**config.mk**
```make
export PLATFORM = sky130hd
export DESIGN_NAME = cond_exec_stage_flat
export DESIGN_NICKNAME = d
export VERILOG_FILES = /design/src/rtl/cond_exec_stage_pkg.sv /design/src/rtl/cond_exec_stage_if.sv /design/src/rtl/cond_exec_stage_cond_check.sv /design/src/rtl/cond_exec_stage.sv /design/src/flat_wrapper.sv
export SDC_FILE = /design/constraint.sdc
export NUM_CORES = 1
export LEC_CHECK = 0
export ABC_AREA = 1
export CORE_UTILIZATION = 47
export DETAILED_ROUTE_END_ITERATION = 7
export PLACE_DENSITY = 0.85
export SETUP_SLACK_MARGIN = 0.3
export SYNTH_ARGS = -nofsm -noshare
export SYNTH_HDL_FRONTEND = slang
export SYNTH_HIERARCHICAL = 1
export SYNTH_SLANG_ARGS = --single-unit
export TNS_END_PERCENT = 10
```
**constraint.sdc**
```tcl
create_clock -name clk -period 3.22 [get_ports clk]
set_clock_uncertainty 0.15 [all_clocks]
set_input_delay 0.322 -clock clk [delete_from_list [all_inputs] [get_ports clk]]
set_output_delay 0.322 -clock clk [all_outputs]
set_load 0.01 [all_outputs]
```
**src/rtl/cond_exec_stage_pkg.sv**
```systemverilog
`default_nettype none
// ============================================================================
// Module      : cond_exec_stage_pkg
// Description : Shared types and constants for the conditional-execution
//               stage: condition-code encoding, flag bit positions and the
//               architectural flag-vector type.
// Revision    : 1.0 - initial release
// ============================================================================
package cond_exec_stage_pkg;

  // Condition field encoding; NV is reserved and never passes.
  typedef enum logic [3:0] {
    COND_EQ = 4'b0000,
    COND_NE = 4'b0001,
    COND_CS = 4'b0010,
    COND_CC = 4'b0011,
    COND_MI = 4'b0100,
    COND_PL = 4'b0101,
    COND_VS = 4'b0110,
    COND_VC = 4'b0111,
    COND_HI = 4'b1000,
    COND_LS = 4'b1001,
    COND_GE = 4'b1010,
    COND_LT = 4'b1011,
    COND_GT = 4'b1100,
    COND_LE = 4'b1101,
    COND_AL = 4'b1110,
    COND_NV = 4'b1111
  } cond_e;

  // Bit positions inside the {N,Z,C,V} flag vector.
  localparam int c_FLAG_N = 3;
  localparam int c_FLAG_Z = 2;
  localparam int c_FLAG_C = 1;
  localparam int c_FLAG_V = 0;

  typedef logic [3:0] flags_t;

endpackage
`default_nettype wire

```
**src/rtl/cond_exec_stage_if.sv**
```systemverilog
`default_nettype none
// ============================================================================
// Module      : cond_exec_stage_if
// Description : Upstream (ALU side) and downstream (writeback/memory side)
//               signals of the conditional-execution stage. The stage uses
//               the slave view; the producer/consumer pair uses master.
// Revision    : 1.0 - initial release
// ============================================================================
interface cond_exec_stage_if
  import cond_exec_stage_pkg::*;
#(
  parameter int DATA_W = 32
);

  // Upstream instruction / ALU result
  logic              in_valid;
  logic              in_ready;
  logic [3:0]        cond;
  logic [1:0]        flagW;
  logic              pcs;
  logic              regW;
  logic              memW;
  logic              noWrite;
  logic [DATA_W-1:0] aluResult;
  flags_t            aluFlags;

  // Downstream pipeline slot
  logic              out_valid;
  logic              out_ready;
  logic [DATA_W-1:0] out_result;
  logic              pcSrc;
  logic              regWrite;
  logic              memWrite;

  modport master (
    output in_valid, cond, flagW, pcs, regW, memW, noWrite, aluResult, aluFlags,
    output out_ready,
    input  in_ready,
    input  out_valid, out_result, pcSrc, regWrite, memWrite
  );

  modport slave (
    input  in_valid, cond, flagW, pcs, regW, memW, noWrite, aluResult, aluFlags,
    input  out_ready,
    output in_ready,
    output out_valid, out_result, pcSrc, regWrite, memWrite
  );

endinterface
`default_nettype wire

```
**src/rtl/cond_exec_stage_cond_check.sv**
```systemverilog
`default_nettype none
// ============================================================================
// Module      : cond_exec_stage_cond_check
// Description : Purely combinational evaluation of a 4-bit condition code
//               against an {N,Z,C,V} flag vector.
// Revision    : 1.0 - initial release
// ============================================================================
module cond_exec_stage_cond_check
  import cond_exec_stage_pkg::*;
(
  input  logic [3:0] i_cond,
  input  flags_t     i_flags,
  output logic       o_cond_ex
);

  logic w_n, w_z, w_c, w_v;

  assign w_n = i_flags[c_FLAG_N];
  assign w_z = i_flags[c_FLAG_Z];
  assign w_c = i_flags[c_FLAG_C];
  assign w_v = i_flags[c_FLAG_V];

  // Decode the condition field; the reserved encoding never passes.
  always_comb begin
    o_cond_ex = 1'b0;
    case (i_cond)
      COND_EQ: o_cond_ex = w_z;
      COND_NE: o_cond_ex = ~w_z;
      COND_CS: o_cond_ex = w_c;
      COND_CC: o_cond_ex = ~w_c;
      COND_MI: o_cond_ex = w_n;
      COND_PL: o_cond_ex = ~w_n;
      COND_VS: o_cond_ex = w_v;
      COND_VC: o_cond_ex = ~w_v;
      COND_HI: o_cond_ex = w_c & ~w_z;
      COND_LS: o_cond_ex = ~w_c | w_z;
      COND_GE: o_cond_ex = (w_n == w_v);
      COND_LT: o_cond_ex = (w_n != w_v);
      COND_GT: o_cond_ex = ~w_z & (w_n == w_v);
      COND_LE: o_cond_ex = w_z | (w_n != w_v);
      COND_AL: o_cond_ex = 1'b1;
      default: o_cond_ex = 1'b0;
    endcase
  end

endmodule
`default_nettype wire

```
**src/rtl/cond_exec_stage.sv**
```systemverilog
`default_nettype none
// ============================================================================
// Module      : cond_exec_stage
// Description : Conditional-execution stage behind the ALU. Evaluates the
//               condition code against the architectural flags, gates the
//               PC/register/memory write enables, updates the flags and
//               registers the result into a one-entry valid/ready slot.
//               Condition-failed instructions are counted (saturating).
// Revision    : 1.0 - initial release
// ============================================================================
module cond_exec_stage
  import cond_exec_stage_pkg::*;
#(
  parameter int DATA_W = 32,
  parameter int CNT_W  = 16
) (
  input  logic             clk,
  input  logic             reset_n,
  cond_exec_stage_if.slave bus,
  output flags_t           flags,
  output logic [CNT_W-1:0] squashCount
);

  logic              w_accept;
  logic              w_cond_ex;

  logic              r_valid;
  logic [DATA_W-1:0] r_result;
  logic              r_pc_src;
  logic              r_reg_write;
  logic              r_mem_write;
  flags_t            r_flags;
  logic [CNT_W-1:0]  r_squash_cnt;

  // The slot can take a new instruction when empty or draining this cycle.
  assign bus.in_ready = ~r_valid | bus.out_ready;
  assign w_accept     = bus.in_valid & bus.in_ready;

  // Condition is judged on the registered flags only; aluFlags of the same
  // instruction never feed back into its own condition.
  cond_exec_stage_cond_check u_cond_check (
    .i_cond    (bus.cond),
    .i_flags   (r_flags),
    .o_cond_ex (w_cond_ex)
  );

  // Pipeline slot: load on accept, empty on drain without refill, else hold.
  always_ff @(posedge clk or negedge reset_n) begin
    if (!reset_n) begin
      r_valid     <= 1'b0;
      r_result    <= '0;
      r_pc_src    <= 1'b0;
      r_reg_write <= 1'b0;
      r_mem_write <= 1'b0;
    end else if (w_accept) begin
      r_valid     <= 1'b1;
      r_result    <= bus.aluResult;
      r_pc_src    <= bus.pcs & w_cond_ex;
      r_reg_write <= bus.regW & w_cond_ex & ~bus.noWrite;
      r_mem_write <= bus.memW & w_cond_ex;
    end else if (bus.out_ready) begin
      r_valid     <= 1'b0;
    end
  end

  // Architectural flags: only a passing accepted instruction may write them,
  // N/Z and C/V under separate enables.
  always_ff @(posedge clk or negedge reset_n) begin
    if (!reset_n) begin
      r_flags <= '0;
    end else if (w_accept && w_cond_ex) begin
      if (bus.flagW[1]) begin
        r_flags[c_FLAG_N] <= bus.aluFlags[c_FLAG_N];
        r_flags[c_FLAG_Z] <= bus.aluFlags[c_FLAG_Z];
      end
      if (bus.flagW[0]) begin
        r_flags[c_FLAG_C] <= bus.aluFlags[c_FLAG_C];
        r_flags[c_FLAG_V] <= bus.aluFlags[c_FLAG_V];
      end
    end
  end

  // Debug counter of squashed instructions, sticking at all-ones.
  always_ff @(posedge clk or negedge reset_n) begin
    if (!reset_n) begin
      r_squash_cnt <= '0;
    end else if (w_accept && !w_cond_ex && (r_squash_cnt != {CNT_W{1'b1}})) begin
      r_squash_cnt <= r_squash_cnt + CNT_W'(1);
    end
  end

  assign bus.out_valid  = r_valid;
  assign bus.out_result = r_result;
  assign bus.pcSrc      = r_pc_src;
  assign bus.regWrite   = r_reg_write;
  assign bus.memWrite   = r_mem_write;
  assign flags          = r_flags;
  assign squashCount    = r_squash_cnt;

endmodule
`default_nettype wire

```
**src/flat_wrapper.sv**
```systemverilog
// flat-port wrapper written by rule: the top's interface ports become plain ports
module cond_exec_stage_flat import cond_exec_stage_pkg::*;
#(
  parameter int DATA_W = 32,
  parameter int CNT_W  = 16
)
  (clk, reset_n, flags, squashCount, bus_in_valid, bus_cond, bus_flagW, bus_pcs, bus_regW, bus_memW, bus_noWrite, bus_aluResult, bus_aluFlags, bus_out_ready, bus_in_ready, bus_out_valid, bus_out_result, bus_pcSrc, bus_regWrite, bus_memWrite);
  cond_exec_stage_if #(.DATA_W(DATA_W)) bus_i ();
  input  logic clk;
  input  logic reset_n;
  output flags_t flags;
  output logic [CNT_W-1:0] squashCount;
  input wire logic [$bits(bus_i.in_valid)-1:0] bus_in_valid;
  input wire logic [$bits(bus_i.cond)-1:0] bus_cond;
  input wire logic [$bits(bus_i.flagW)-1:0] bus_flagW;
  input wire logic [$bits(bus_i.pcs)-1:0] bus_pcs;
  input wire logic [$bits(bus_i.regW)-1:0] bus_regW;
  input wire logic [$bits(bus_i.memW)-1:0] bus_memW;
  input wire logic [$bits(bus_i.noWrite)-1:0] bus_noWrite;
  input wire logic [$bits(bus_i.aluResult)-1:0] bus_aluResult;
  input wire logic [$bits(bus_i.aluFlags)-1:0] bus_aluFlags;
  input wire logic [$bits(bus_i.out_ready)-1:0] bus_out_ready;
  output wire logic [$bits(bus_i.in_ready)-1:0] bus_in_ready;
  output wire logic [$bits(bus_i.out_valid)-1:0] bus_out_valid;
  output wire logic [$bits(bus_i.out_result)-1:0] bus_out_result;
  output wire logic [$bits(bus_i.pcSrc)-1:0] bus_pcSrc;
  output wire logic [$bits(bus_i.regWrite)-1:0] bus_regWrite;
  output wire logic [$bits(bus_i.memWrite)-1:0] bus_memWrite;
  assign bus_i.in_valid = bus_in_valid;
  assign bus_i.cond = bus_cond;
  assign bus_i.flagW = bus_flagW;
  assign bus_i.pcs = bus_pcs;
  assign bus_i.regW = bus_regW;
  assign bus_i.memW = bus_memW;
  assign bus_i.noWrite = bus_noWrite;
  assign bus_i.aluResult = bus_aluResult;
  assign bus_i.aluFlags = bus_aluFlags;
  assign bus_i.out_ready = bus_out_ready;
  assign bus_in_ready = bus_i.in_ready;
  assign bus_out_valid = bus_i.out_valid;
  assign bus_out_result = bus_i.out_result;
  assign bus_pcSrc = bus_i.pcSrc;
  assign bus_regWrite = bus_i.regWrite;
  assign bus_memWrite = bus_i.memWrite;
  cond_exec_stage #(.DATA_W(DATA_W), .CNT_W(CNT_W)) u_core (.clk(clk), .reset_n(reset_n), .bus(bus_i), .flags(flags), .squashCount(squashCount));
endmodule
```
==> impl_metrics.yaml, run 1 <==
outcome:
  status: "finished clean"
clock_tree:
  clkSlewWorstSetupHoldPaths_ns: 0.09
  htreeDepth: 2
  clockBufferDepth: 2
  post_cts_resized: 0
  cts.sinks: 56
  holdBufCountCts: 1
  tritoncts: "built"
  root_buffer: "clkbuf_8"
  clk-insertion-delay-late_ns: 0.30
  cts-buffers-inserted: 5
  postCtsSetupRepairBufs: 0
setup_path:
  cp.required_ns: 3.27
  cp_max_fo: 16
  arrival_ns: 2.24
  critPathLaunchType: "primary input"
  critical_path_class: "in -> reg"
  crit_path_end_kind: "register"
logic_synthesis:
  ys_ff_latch: 56
  synth_nets: 422
  yosysWarningCount: 6
  synth_cell_types: 24
  muxShareOfSynthArea_pct: 0
  synth_simple_gate_area_share_pct: 39.8
  synth_top_family_by_area: "simple AND/OR/NAND/NOR gates"
  postSynth.asyncResetShare_pct: 100
  syn-instance-count: 371
  syn_area_per_cell_um2: 7.38
  synth_ff_type: "dfrtp_1"
  synth_xor_area_share_pct: 1.92
  synth_compound_area_share_pct: 1.55
  synth_fa_ha_area_share_pct: 0.457
  synth_area_mm2: 0.00274
  synth-edff-count: 0
  yosysSeqAreaShare_pct: 51.2
drt:
  wire_per_inst_um: 12.9
  postRouteWirelength_mm: 7.06
  drt_iter0_drc: 157
  dr.pass1.iters: 5
  via_count: 2692
  route.detailed.drc: 0
  vias_per_cell: 4.90
  drtAntennaViolNets: 0
floorplan:
  start_util_pct: 49.1
  core_region_area_mm2: 0.00557
  io_pins: 107
  die_w_um: 78.3
  dieArea_mm2: 0.00613
  rows: 27
  dieHeight_um: 78.3
power_and_ir_drop:
  p_comb_share_pct: 35.0
  power_density_mw_per_mm2: 508
  peakVddDrop_uv: 288
  clockPowerShare_pct: 17.4
  p_int_mw: 1.33
  switching_share_pct: 33.3
  seqPwrFrac_pct: 47.5
  power.leakage_nw: 1.94
  total_power_mw: 2.00
  p_switching_uw: 666
final_layout:
  drive_above_1_share_pct: 4.19
  utilization_pct: 70.6
  syn_to_final_growth_pct: 43.8
  nets: 530
  nFillCells: 453
  design_area_mm2: 0.00393
  diodes: 0
  mostFrequentLayoutCell: "nand2_1"
  layout_common_cells: "nand2_1 (207), clkdlybuf4s50_1 (105), dfrtp_1 (56)"
global_route:
  track_usage_pct: 24.6
  grt-ovfl-total: 0
  antenna_found_initial: 0
  grt_pass1_wl_mm: 11.9
  grt_max_degree: 41
  first_global_vias: 2663
sta:
  hold_viol_final: 0
  rsz0062_at_grt: "no"
  fmax_mhz: 456
  slew_violations: 0
  finalCritPeriodShare_pct: 68.1
  final-setup-viol-count: 0
  hold_slack_ns: 0.320
  worst_pin_slew_ns: 0.510
  min_period_ns: 2.19
  slew_headroom_pct: 66.0
  tns_ns: 0
placed_design:
  placed_area_mm2: 0.00385
  dp_hpwl_mm: 5.23
  gp_congestion: 0.811
  io_buffers: 106
flow_run:
  drv_cap: 0
hold_path:
  min_path_type: "in -> async"
-- per-layer routing --
layer | vias to the layer above | share of wire, % | track usage (%)
li1 | 1343 | - | -
met1 | 1257 | 41 | 29.6
met2 | 84 | 49 | 42.7
met3 | 8 | 8.3 | 8.02
met4 | 0 | 1.2 | 5.93
met5 | - | 0 | 0
-- cell families after synthesis --
family / Yosys count
xor gates and xnor gates: 6
DFF: 56
AOI/OAI and AO/OA: 7
adders and majority gates: 1
buffers and inverters: 32
and+or+nand+nor: 269
-- path summary, 6_finish.rpt --
path | from | to | slack, ns | cells after the start
setup / recovery | bus_cond[2] | u_core/squashCount[15] | 1.03 | 14
hold / removal | reset_n | u_core/bus.out_result[16] | 0.32 | 2
setup reg to reg | u_core/flags[3] | u_core/squashCount[15] | 1.10 | 14
hold reg to reg | u_core/bus.out_result[13] | u_core/bus.out_result[13] | 0.34 | 2
max in group asynchronous | reset_n | u_core/bus.out_result[8] | 1.75 | 3
min in group clk | u_core/bus.out_result[13] | u_core/bus.out_result[13] | 0.34 | 2
-- worst max-delay path, stage by stage --
cell and delay, ns:
clkdlybuf4s50_1 0.55, nand2_1 0.10, clkinv_1 0.07, nand3_1 0.10, nand2_1 0.09, nand2_2 0.05
nor2_1 0.10, nand2_1 0.06, inv_1 0.09, nand2_2 0.08, nor2_4 0.35, inv_4 0.14
nand2_1 0.09, nand2_1 0.05
-- per-stage QoR --
step | cells | setup WS (ns)
floorplan | 371 | 1.43
global placement | 543 | 0.792
detailed placement | 543 | 0.730
CTS | 549 | 1.05
global route | 549 | 0.813
finish | 549 | 1.03
-- Yosys cell counts (2+ instances only) --
library cell  number  share of area (%)
clkbuf_1           3               0.41
xor2_1             3               0.96
nor2_2             2               0.46
nand3b_1           4                1.1
a22o_1             2               0.64
xnor2_1            3               0.96
nand3_1           20                3.7
nor2_4             2               0.82
nor2_1            26                3.6
nand2_1          207                 28
dfrtp_1           56                 51
o21ai_0            3               0.55
inv_2              2               0.27
nand2_2            4               0.91
a21oi_1            2               0.37
nand4_1            3               0.69
buf_2              4               0.73
clkinv_1           2               0.27
inv_1             18                2.5
-- power groups by stage --
stage               clock network [mW]  logic (mW)  registers [mW]
finish                           0.348       0.700           0.951
global route                     0.384       0.781           0.971
CTS                              0.364       0.705           0.950
detailed placement                   0       0.701           0.961
global placement                     0       0.682           0.959
floorplan                            0       0.268           0.997
-- sequential cells by signal, summed over array words and instances (netlist names) --
| register | cells |
|---|---|
| u_core/flags | 4 |
| u_core/bus.pcSrc | 1 |
| u_core/bus.out_result | 32 |
| u_core/bus.memWrite | 1 |
| u_core/bus.out_valid | 1 |
| u_core/squashCount | 16 |
| u_core/bus.regWrite | 1 |
-- final cells by class --
class                      instances  area [µm²]  area share [%]
sequential                        56        1400            35.6
multi-input combinational        283        1200            30.4
timing repair buffer             110        1090            27.7
tap                               72        90.1            2.29
inverter                          23        88.8            2.26
clock buffer                       5        68.8            1.75
No activity file was read; power rests on OpenSTA's default activity.
==> run 2: changes to the inputs <==
--- a/config.mk
+++ b/config.mk
@@ -6,9 +6,9 @@
 export NUM_CORES = 1
 export LEC_CHECK = 0
 export ABC_AREA = 1
-export CORE_UTILIZATION = 47
+export CORE_UTILIZATION = 39
 export DETAILED_ROUTE_END_ITERATION = 7
-export PLACE_DENSITY = 0.85
+export PLACE_DENSITY = 0.76
 export SETUP_SLACK_MARGIN = 0.3
 export SYNTH_ARGS = -nofsm -noshare
 export SYNTH_HDL_FRONTEND = slang
==> constraint.sdc (replaced) <==
create_clock -name clk -period 2 [get_ports clk]
set_clock_uncertainty 0.15 [all_clocks]
set_input_delay 0.2 -clock clk [delete_from_list [all_inputs] [get_ports clk]]
set_output_delay 0.2 -clock clk [all_outputs]
set_load 0.01 [all_outputs]
==> run 2 against run 1 <==
Net effect: final cell count up 6.6%; critical endpoint is now u_core/squashCount[4]; total power is 88% higher; largest power group unchanged; sequential share of layout area decreased by 1.9 points; utilization is 9.3 points lower; register-to-register slack worse by 0.89 ns.
==> impl_metrics.yaml, run 2 (same netlist as run 1, synthesis figures left out) <==
final_layout:
  multi_input_area_mm2: 0.00122
  mostFrequentLayoutCell: "nand2_1"
  layout_common_cells: "nand2_1 (207), clkdlybuf4s50_1 (101), dfrtp_1 (53)"
  drive_above_1_share_pct: 8.38
  nFillCells: 621
  regArea_mm2: 0.00141
  syn_to_final_growth_pct: 52.1
  utilization_pct: 61.3
  diodes: 0
  nets: 539
  largest_reg_flops: 32
drt:
  drtAntennaViolNets: 0
  postRouteWirelength_mm: 7.00
  via_count: 2692
  wire_per_inst_um: 12.0
  drt_iter0_drc: 178
  vias_per_cell: 4.60
  route.detailed.drc: 0
  dr.pass1.iters: 4
power_and_ir_drop:
  p_comb_share_pct: 32.5
  power.leakage_nw: 2.04
  switching_share_pct: 30.5
  power_density_mw_per_mm2: 905
  clockPowerShare_pct: 26.7
  seqPwrFrac_pct: 40.8
  p_int_mw: 2.62
  p_switching_mw: 1.15
  peakVddDrop_uv: 353
placed_design:
  gp_congestion: 0.844
  io_buffers: 106
  dp_hpwl_mm: 5.00
setup_path:
  critPathLaunchType: "register"
  cp.required_ns: 2.06
  cp_top_family: "simple AND/OR/NAND/NOR gates"
  reg2reg_setup_slack_ns: 0.21
  crit_path_end_kind: "register"
  r2r_end: "u_core/squashCount[4]"
  crit_chain: "inv_2, nand2_1, nand3_1, nand2_1, nand2_1, nand2_1, nor2_1, nand2_1, inv_2, nand2_4, nor2_4, inv_4, nand2_1, nand2_1"
  reg2reg_from: "u_core/flags[3]"
  slowest_delay_ns: 0.45
  cp_slowest_cell: "dfrtp_2"
  cp_max_fo: 13
  arrival_ns: 1.85
  cp_num_buf_inv: 3
  critical_path_class: "reg -> reg"
  cpMostUsedCell: "nand2_1"
  reg2reg_depth: 14
clock_tree:
  htreeDepth: 2
  clockBufferDepth: 2
  tritoncts: "built"
  root_buffer: "clkbuf_8"
  cts.sinks: 56
  clk-insertion-delay-late_ns: 0.31
  clkSlewWorstSetupHoldPaths_ns: 0.10
  cts-buffers-inserted: 5
floorplan:
  start_util_pct: 40.3
  die_w_um: 85.8
  rows: 30
  io_pins: 107
  core_region_area_mm2: 0.00679
  dieHeight_um: 85.8
  dieArea_mm2: 0.00736
sta:
  final-setup-viol-count: 0
  min_period_ns: 1.79
  slew_violations: 0
  tns_ns: 0
  hold_viol_final: 0
  slew_headroom_pct: 78.3
  worst_pin_slew_ns: 0.326
  finalCritPeriodShare_pct: 89.6
  fmax_mhz: 558
  rsz0062_at_grt: "yes"
hold_path:
  min_path_type: "in -> async"
global_route:
  antenna_found_initial: 0
  grt-ovfl-total: 0
  grt_max_degree: 57
  grt_pass1_wl_mm: 11.5
  track_usage_pct: 19.7
  first_global_vias: 2581
flow_run:
  drv_cap: 0
outcome:
  status: "finished clean"
run 2: cell count changes in the layout (fill, tap and decap cells not counted), moves of 3 or more:
| cell | before | now |
|---|---|---|
| buf_4 | 3 | 10 |
| bufinv_16 | 0 | 3 |
| clkdlybuf4s50_1 | 105 | 101 |
| dfrtp_1 | 56 | 53 |
| dfrtp_2 | 0 | 3 |
| dlygate4sd2_1 | 0 | 3 |
| inv_1 | 18 | 15 |
| inv_2 | 2 | 5 |
run 2: layer usage:
layer	track usage [%]	vias to the layer above	routed length [µm]
li1	-	1366	-
met1	23.6	1219	3050
met2	35.0	101	3420
met3	5.20	6	460
met4	5.30	0	65
met5	0	-	0
run 2: layout make-up:
type	count	share of cell area [%]
clock inverter	3	2.16
multi-input combinational	283	29.3
timing repair buffer	119	28.1
inverter	23	2.13
tap	96	2.89
clock buffer	5	1.65
sequential	56	33.8
run 2: metrics by stage:
step	power (mW)	setup slack [ns]	std cells	hold WS [ns]	area, µm²
2_1_floorplan	2.05	0.297	371	-0.246	2740
3_3_place_gp	2.69	-0.115	572	0.0754	3940
3_5_place_dp	2.71	-0.154	572	0.0778	3940
4_1_cts	3.76	0.202	583	0.253	4120
5_1_grt	4.00	0.0412	585	0.257	4160
6_report	3.77	0.207	585	0.266	4160
run 2: how the worst max path moves through the flow:
stage | startpoint | endpoint | cells past startpoint
floorplan | u_core/flags[3] | u_core/squashCount[2] | 15
global placement | bus_cond[2] | u_core/squashCount[11] | 14
detailed placement | bus_cond[2] | u_core/squashCount[4] | 14
CTS | u_core/flags[0] | u_core/squashCount[2] | 14
global route | u_core/flags[0] | u_core/squashCount[2] | 14
finish | u_core/flags[3] | u_core/squashCount[4] | 14
run 2: timing repair:
| action | in CTS | in global routing |
|---|---|---|
| setup buffers | 2 | 2 |
| hold buffers | 1 | 0 |
| pin swaps | 1 | 4 |
| endpoints found under the setup margin | 28 | 41 |
| endpoints found under the hold margin | 56 | 0 |
| gates resized for setup | 3 | 7 |
run 2: worst reg2reg max path, stage by stage, from the launching register on:
cell	delay, ns
dfrtp_2	0.45
inv_2	0.08
nand2_1	0.06
nand3_1	0.08
nand2_1	0.05
nand2_1	0.05
nand2_1	0.06
nor2_1	0.08
nand2_1	0.06
inv_2	0.08
nand2_4	0.07
nor2_4	0.19
inv_4	0.11
nand2_1	0.08
nand2_1	0.05
run 2: power groups by stage:
stage / logic, mW / clock network, mW / registers [mW]
6_report: 1.22 / 1.00 / 1.54
5_1_grt: 1.35 / 1.08 / 1.57
4_1_cts: 1.19 / 1.03 / 1.54
3_5_place_dp: 1.16 / 0 / 1.56
3_3_place_gp: 1.13 / 0 / 1.56
2_1_floorplan: 0.434 / 0 / 1.62
==> run 3: changes to the inputs <==
--- a/config.mk
+++ b/config.mk
@@ -6,9 +6,8 @@
 export NUM_CORES = 1
 export LEC_CHECK = 0
 export ABC_AREA = 1
-export CORE_UTILIZATION = 39
+export CORE_UTILIZATION = 30
 export DETAILED_ROUTE_END_ITERATION = 7
-export PLACE_DENSITY = 0.76
 export SETUP_SLACK_MARGIN = 0.3
 export SYNTH_ARGS = -nofsm -noshare
 export SYNTH_HDL_FRONTEND = slang
==> run 3 against run 2 <==
Net effect: final cell count increased by 1.7%; register-to-register slack about the same; total power down 9.6%; setup slack worse by 0.015 ns; clock-buffer cell count stayed put; combinational power is essentially flat; first-iteration DRC count fell by 27%; wire length is 1.8% higher; cell area decreased by 1.6%; largest power group unchanged.
==> impl_metrics.yaml, run 3 (same netlist as run 1, synthesis figures left out) <==
global_route:
  track_usage_pct: 16.0
  grt_pass1_wl_mm: 12.6
  first_global_vias: 2771
  grt-ovfl-total: 0
  antenna_found_initial: 0
  grt_max_degree: 52
drt:
  via_count: 2704
  postRouteWirelength_mm: 7.12
  vias_per_cell: 4.54
  drt_iter0_drc: 130
  dr.pass1.iters: 4
  drtAntennaViolNets: 0
  wire_per_inst_um: 12.0
  route.detailed.drc: 0
clock_tree:
  cts.sinks: 56
  tritoncts: "built"
  clockBufferDepth: 2
  clkSlewWorstSetupHoldPaths_ns: 0.12
  cts-buffers-inserted: 5
  htreeDepth: 2
  clk-insertion-delay-late_ns: 0.32
  root_buffer: "clkbuf_8"
hold_path:
  min_path_type: "in -> async"
setup_path:
  critPathLaunchType: "primary input"
  critical_path_class: "in -> reg"
  cp_max_fo: 13
  arrival_ns: 1.86
  cp_slowest_cell: "clkdlybuf4s50_1"
  reg2reg_depth: 14
  crit_chain: "clkdlybuf4s50_1, inv_1, nand3b_1, nand3_1, nand2_1, nand2_2, nor2_1, nand2_1, inv_2, nand2_2, nor2_4, inv_4, nand2_1, nand2_1"
  cpMostUsedCell: "nand2_1"
  cp.required_ns: 2.05
  slowest_delay_ns: 0.58
  crit_path_end_kind: "register"
floorplan:
  rows: 34
  io_pins: 107
  core_region_area_mm2: 0.00876
  dieHeight_um: 97.5
  start_util_pct: 31.2
  die_w_um: 97.5
  dieArea_mm2: 0.00951
power_and_ir_drop:
  total_power_mw: 3.40
  power.leakage_nw: 2.00
  power_density_mw_per_mm2: 831
  peakVddDrop_uv: 347
final_layout:
  drive_above_1_share_pct: 8.01
  design_area_mm2: 0.00410
  diodes: 0
  layout_common_cells: "nand2_1 (207), clkdlybuf4s50_1 (103), dfrtp_1 (52)"
  syn_to_final_growth_pct: 49.7
  nets: 537
  mostFrequentLayoutCell: "nand2_1"
  largest_reg_flops: 32
  final_cells: 595
sta:
  finalCritPeriodShare_pct: 90.4
  tns_ns: 0
  min_period_ns: 1.81
  slew_headroom_pct: 78.0
  worst_pin_slew_ns: 0.330
  rsz0062_at_grt: "yes"
  slew_violations: 0
  fmax_mhz: 553
  hold_viol_final: 0
  final-setup-viol-count: 0
outcome:
  status: "finished clean"
flow_run:
  drv_cap: 0
placed_design:
  placedCellCount: 585
  io_buffers: 106
  gp_congestion: 0.883
  placed_area_mm2: 0.00397
  dp_hpwl_mm: 5.28
-- run 3: per-stage QoR --
step / setup slack, ns / hold slack, ns / utilization, %
after floorplan: 0.297 / -0.246 / -
after global placement: -0.0717 / -0.109 / 45.3
after detailed placement: -0.139 / -0.108 / 45.3
after CTS: 0.216 / 0.0704 / 46.7
after global routing: 0.0585 / 0.0893 / 46.7
final: 0.192 / 0.0792 / 46.7
-- run 3: area by class of cell --
cell class	count	area [µm²]
repair buffers	117	1170
well taps	108	135
inverters	23	88.8
fillers	858	4670
clock buffers	5	68.8
clock inverters	3	28.8
multi-input cells	283	1200
flip-flops and latches	56	1410
-- run 3: repair_timing --
| action | 4_1_cts | 5_1_grt |
|---|---|---|
| pin swaps | 0 | 0 |
| hold buffers | 1 | 0 |
| hold endpoints to repair | 56 | 0 |
| gates resized for setup | 3 | 2 |
| setup buffers | 1 | 0 |
| setup endpoints to repair | 31 | 42 |
-- run 3: critical path, delay by kind of cell --
| family | cells | cell delay, ns |
|---|---|---|
| AND/OR/NAND/NOR | 10 | 0.78 |
| buffers and inverters | 4 | 0.85 |
-- run 3: power breakdown --
group	total [mW]	switching, mW	internal (mW)
registers	1.53	0.198	1.33
clock network	0.665	0.399	0.265
logic	1.21	0.558	0.651
total	3.40	1.15	2.25
-- run 3: worst paths after layout --
check,from,end,slack [ns]
setup / recovery,bus_cond[1],u_core/squashCount[3],0.19
hold / removal,reset_n,u_core/bus.out_result[1],0.08
setup reg to reg,u_core/flags[3],u_core/squashCount[3],0.22
hold reg to reg,u_core/bus.out_result[3],u_core/bus.out_result[3],0.34
max in group asynchronous,reset_n,u_core/squashCount[0],1.09
min in group clk,bus_aluResult[1],u_core/bus.out_result[1],0.25
-- run 3: per-layer routing --
layer / vias up / GRT usage (%) / share of wire (%)
met3: 4 / 3.53 / 5.4
met5: - / 0 / 0
met4: 0 / 3.05 / 0.53
met2: 81 / 28.8 / 49
met1: 1253 / 19.6 / 45
li1: 1366 / - / -
